File: src/rtl/microcode_seq.sv
// Microcoded LED/PWM sequencer: 16-bit program words run through a FETCH/EXEC FSM.
// Supports WAIT (prescaled delay), JMP/DJNZ looping and HALT.
module microcode_seq #(
    parameter int COUNTER_BITS  = 4,
    parameter int PC_BITS       = 5,
    parameter int PRESCALE_BITS = 8
) (
    input  logic                    clk,
    input  logic                    rst,
    input  logic                    run,
    input  logic                    prog_we,
    input  logic [PC_BITS-1:0]      prog_addr,
    input  logic [15:0]             prog_data,
    output logic [11:0]             vec,
    output logic [COUNTER_BITS-1:0] duty1,
    output logic [COUNTER_BITS-1:0] duty2,
    output logic [PC_BITS-1:0]      pc,
    output logic                    halted
);
    typedef enum logic [2:0] {IDLE, FETCH, EXEC, WAIT, HALT} state_t;

    state_t                  state_q, state_d;
    logic [15:0]             mem_q [2**PC_BITS];
    logic [15:0]             ir_q, ir_d;
    logic [11:0]             vec_q, vec_d;
    logic [11:0]             rem_q, rem_d;
    logic [COUNTER_BITS-1:0] d1_q, d1_d, d2_q, d2_d;
    logic [PC_BITS-1:0]      pc_q, pc_d, pc_inc, target;
    logic [7:0]              loop_q, loop_d;
    logic [2:0]              opcode;
    logic [12:0]             operand;
    logic                    tick;

    // Program memory is never reset; a same-cycle write is seen by the next fetch only.
    always_ff @(posedge clk) begin
        if (prog_we) mem_q[prog_addr] <= prog_data;
    end

    generate
        if (PRESCALE_BITS == 0) begin : g_nopresc
            assign tick = 1'b1;
        end else begin : g_presc
            logic [PRESCALE_BITS-1:0] presc_q;
            always_ff @(posedge clk) begin
                if (rst) presc_q <= '0;
                else     presc_q <= presc_q + 1'b1;
            end
            assign tick = &presc_q;
        end
    endgenerate

    assign opcode  = ir_q[15:13];
    assign operand = ir_q[12:0];
    assign pc_inc  = pc_q + 1'b1;
    assign target  = operand[PC_BITS-1:0];

    always_comb begin
        state_d = state_q;
        ir_d    = ir_q;
        vec_d   = vec_q;
        d1_d    = d1_q;
        d2_d    = d2_q;
        pc_d    = pc_q;
        rem_d   = rem_q;
        loop_d  = loop_q;
        case (state_q)
            IDLE:  if (run) state_d = FETCH;
            FETCH: begin
                if (!run) state_d = IDLE;
                else begin
                    ir_d    = mem_q[pc_q];
                    state_d = EXEC;
                end
            end
            EXEC: begin
                if (!run) state_d = IDLE;
                else begin
                    state_d = FETCH;
                    case (opcode)
                        3'b000: pc_d = pc_inc;
                        3'b001: begin
                            vec_d = operand[11:0];
                            pc_d  = pc_inc;
                        end
                        3'b010: begin
                            if (operand[12]) d2_d = operand[COUNTER_BITS-1:0];
                            else             d1_d = operand[COUNTER_BITS-1:0];
                            pc_d = pc_inc;
                        end
                        3'b011: begin
                            rem_d = operand[11:0];
                            if (operand[11:0] == 12'd0) pc_d = pc_inc;
                            else                        state_d = WAIT;
                        end
                        3'b100: pc_d = target;
                        3'b101: begin
                            loop_d = operand[7:0];
                            pc_d   = pc_inc;
                        end
                        3'b110: begin
                            if (loop_q != 8'd0) begin
                                loop_d = loop_q - 1'b1;
                                pc_d   = target;
                            end else begin
                                pc_d = pc_inc;
                            end
                        end
                        default: state_d = HALT;
                    endcase
                end
            end
            WAIT: begin
                // Leaving on the last tick lets the next FETCH follow immediately.
                if (!run) state_d = IDLE;
                else if (tick) begin
                    rem_d = rem_q - 1'b1;
                    if (rem_q == 12'd1) begin
                        pc_d    = pc_inc;
                        state_d = FETCH;
                    end
                end
            end
            HALT: begin
                if (!run) begin
                    state_d = IDLE;
                    pc_d    = '0;
                end
            end
            default: state_d = IDLE;
        endcase
    end

    always_ff @(posedge clk) begin
        if (rst) begin
            state_q <= IDLE;
            ir_q    <= '0;
            vec_q   <= '0;
            d1_q    <= '0;
            d2_q    <= '0;
            pc_q    <= '0;
            rem_q   <= '0;
            loop_q  <= '0;
        end else begin
            state_q <= state_d;
            ir_q    <= ir_d;
            vec_q   <= vec_d;
            d1_q    <= d1_d;
            d2_q    <= d2_d;
            pc_q    <= pc_d;
            rem_q   <= rem_d;
            loop_q  <= loop_d;
        end
    end

    assign vec    = vec_q;
    assign duty1  = d1_q;
    assign duty2  = d2_q;
    assign pc     = pc_q;
    assign halted = (state_q == HALT);
endmodule

File: config.mk
export PLATFORM = sky130hd
export DESIGN_NAME = microcode_seq
export DESIGN_NICKNAME = d
export VERILOG_FILES = /design/src/rtl/microcode_seq.sv
export SDC_FILE = /design/constraint.sdc
export NUM_CORES = 1
export LEC_CHECK = 0
export BUFFER_PORTS_ARGS = -buffer_cell sky130_fd_sc_hd__buf_2
export CAP_MARGIN = 10
export CORE_MARGIN = 4
export CORE_UTILIZATION = 35
export CTS_CLUSTER_DIAMETER = 50
export DETAILED_ROUTE_END_ITERATION = 10
export PLACE_DENSITY_LB_ADDON = 0.12
export SYNTH_ARGS = -nofsm -noshare
export SYNTH_HDL_FRONTEND = slang
export SYNTH_SLANG_ARGS = --single-unit
File: constraint.sdc
create_clock -name clk -period 6.91 [get_ports clk]
set_clock_uncertainty 0.05 [all_clocks]
set_input_delay 1.382 -clock clk [delete_from_list [all_inputs] [get_ports clk]]
set_output_delay 1.382 -clock clk [all_outputs]
set_load 0.1 [all_outputs]
==> impl_metrics.csv <==
group,metric,value,unit
floorplan,rows,94,
power,swShare,0.2111,
power,p_per_area,293.8,nW/um^2
placed_design,gp_congestion,0.7937,
routing,drcViolationCount,0,
timing,slew_headroom,0.2849,
timing,finalCritPeriodShare,0.5334,
critical_path,path_buf_inv,2,
power,report.power.total,0.007854,W
synthesis,ys_seq_elements,584,
clock_network,cts-resized-gates,0,
critical_path,path_delay_family,"buffers and inverters",
global_routing,grt_pass1_vias,12910,
timing,setup_slack,3224,ps
routing,wire_per_inst,25.98,um
global_routing,antenna_found_initial,2,
power,power.leakage,8.240,nW
synthesis,synth_cells,1356,
routing,routed_wl,60740,um
timing,tns,0,ps
power,p_seq_frac,0.498,
clock_network,cts_hold_buf,0,
power,p_comb_frac,0.029,
clock_network,worstSkewPairLatency,600,ps
outcome,outcome,"finished, final reports clean",
clock_network,ctsHtreeMaxLevel,3,
floorplan,die_width,265.3,um
routing,ant_nets,0,
critical_path,cp-start-kind,"flop",
global_routing,grt_max_degree,68,
placed_design,postPlaceCellArea,24380,um^2
global_routing,track_usage,0.1721,
clock_network,max-clock-path-buffers,3,
power,intPower,0.006197,W
timing,rsz0062_at_grt,"no",
floorplan,io_pins,51,
clock_network,cts-root-buf,"clkbuf_16",
timing,fmax,271.3,MHz
critical_path,crit_fanout,8,
final_layout,drive_above_1_share,0.2315,
synthesis,synth.yosys.seq_area_share,0.7257,
synthesis,syn_nets,1386,
synthesis,synth_area,23170,um^2
critical_path,crit_path_top_delay_cell,"or3b_1",
critical_path,cp.arrival,2250,ps
power,power_switching,0.001658,W
synthesis,synth-edff-count,512,
synthesis,syn_area_per_cell,17.09,um^2
clock_network,path_clk_slew,50,ps
timing,min_period,3686,ps
critical_path,worstPathCellList,"or3b_1, inv_1, buf_2",
clock_network,clkSinkCount,584,
floorplan,core,65750,um^2
placed_design,place_ws,3399,ps
timing,finalHoldViolCount,0,
floorplan,die-area,70390,um^2
timing,tightestPinTransition,1072,ps
global_routing,grt_pass1_wl,89640,um
critical_path,worstSetupPathType,"flop to output pin",
routing,detail_route.iter0.violations,952,
final_layout,stdcell_area,26730,um^2
clock_network,numCtsBuffers,70,
floorplan,die_h,265.3,um
timing,drv_slew,0,
critical_path,critical-path-max-stage-delay,500,ps
synthesis,async_reset_ff_frac,0,
routing,dr.pass1.iters,5,
timing,fin_hold_ws,414.6,ps
synthesis,yosysUniqueCellTypes,73,
hold_path,hp-class,"flop to flop",
final_layout,nNetsFinal,1452,
final_layout,synthToLayoutAreaGrowth,15.36,%
critical_path,cp.required,5480,ps
power,vdd_drop_max,0.2713,mV
routing,vias_per_cell,5.374,
synthesis,synth_warnings,0,
placed_design,io_buffer_count,50,
placed_design,dpl.hpwl,37020,um
job,drv_cap,0,
timing,setup_viol_count_final,0,
floorplan,start_util,0.3525,
routing,detailroute.via_count,12560,
global_routing,overflow,0,
synthesis,ys.flop_type,"edfxtp_1",
clock_network,tritoncts,"done",
clock_network,post_cts_buffers,0,
power,clockPowerShare,0.473,
critical_path,cp-end-kind,"output pin",
## synthesized netlist by cell type (all sizes together), types with 3 or more instances
master  number  area [um^2]
nor4        10        105.1
nand4        5        31.28
nand3       27        135.1
nand2b      11        68.82
a31oi        4        25.02
o21ai       32        163.9
clkbuf      39        146.4
a211oi       4        35.03
buf         41        224.0
xor2         5        43.79
mux4       108         2432
or3b         5        43.79
ha           5        62.56
a311oi       3        43.80
nor2       108        407.9
or3          7        48.80
o31ai        9        67.56
a21oi       62        310.3
nor3b       10        80.07
or2          8        50.05
a221oi      10        87.58
nand3b       9        67.56
mux2        10        112.6
inv         10        37.54
a22o         3        26.28
nor2b       14        87.58
mux2i       31        310.3
edfxtp     512        15370
dfxtp       72         1441
nand2       54        202.7
or4          3        26.27
a22oi        4        30.03
o211ai      17        127.6
nor3        23        115.1
o22ai       53        331.6
## routing by layer
| metal | global-route usage | part of all wire |
|---|---|---|
| met3 | 0.02830 | 0.043 |
| met5 | 0 | 0 |
| met1 | 0.2354 | 0.44 |
| met2 | 0.2901 | 0.50 |
| met4 | 0.04169 | 0.020 |
## stage by stage
step,util,std cells
finish,0.4066,2338
global route,0.4066,2337
CTS,0.4066,2337
detailed placement,0.3709,2214
global placement,0.3709,2214
floorplan,-,1356
## layout make-up
cell class	count	area (um^2)
Timing Repair Buffer	74	442.9
Tap cell	864	1081
Multi-Input combinational cell	682	5995
Antenna cell	1	2.502
Clock inverter	31	407.9
Fill cell	5872	39010
Inverter	10	37.54
Sequential cell	584	16830
Clock buffer	92	1938
## power groups by stage
stage,combinational [W],sequential [W],clock (W)
final,0.000226,0.00391,0.00372
after global routing,0.000245,0.00391,0.00396
after CTS,0.000232,0.00391,0.00380
after detailed placement,0.000231,0.00399,0
after global placement,0.000229,0.00398,0
after floorplan,0.000115,0.00397,0
## final timing paths
kind / to / from / cells past startpoint / slack (ps)
setup / recovery: halted / state_q[2] / 3 / 3220
hold / removal: g_presc.presc_q[0] / g_presc.presc_q[0] / 1 / 410
setup reg to reg: ir_q[9] / pc[2] / 6 / 3790
hold reg to reg: g_presc.presc_q[0] / g_presc.presc_q[0] / 1 / 410
## placed cells by master (no fill, tap or decap), types with 5 or more instances in the layout
master	count
a21oi_1	62
a221oi_1	10
buf_2	50
buf_4	23
bufinv_16	7
clkbuf_1	15
clkbuf_16	73
clkinv_1	9
dfxtp_1	69
edfxtp_1	512
ha_1	5
inv_1	10
mux2_2	10
mux2i_1	31
mux4_2	108
nand2_1	54
nand2b_1	11
nand3_1	27
nand3b_1	9
nand4_1	5
nor2_1	89
nor2_2	19
nor2b_1	14
nor3_1	23
nor3b_1	9
nor4_1	6
o211ai_1	17
o21ai_0	29
o22ai_1	53
o31ai_1	9
or2_2	7
or3_1	6
xor2_1	5
## sequential cells by signal (all words and copies together) (netlist names)
name	cells
duty1	4
duty2	4
g_presc.presc_q	8
ir_q	16
loop_q	8
mem_q	512
pc	5
rem_q	12
state_q	3
vec	12
## logic make-up (layout without fill, tap and decap cells)
kind of cell	after synthesis	in the layout	share of synthesized area
flops	584	584	0.7257
buf+inv	90	207	0.01760
compound gates	218	218	0.06101
fa+ha+maj	5	5	0.002700
xor+xnor	7	7	0.002646
other cells	0	1	0
mux	149	149	0.1232
simple gates	303	303	0.06717
Power figures use the tool's default switching activity.
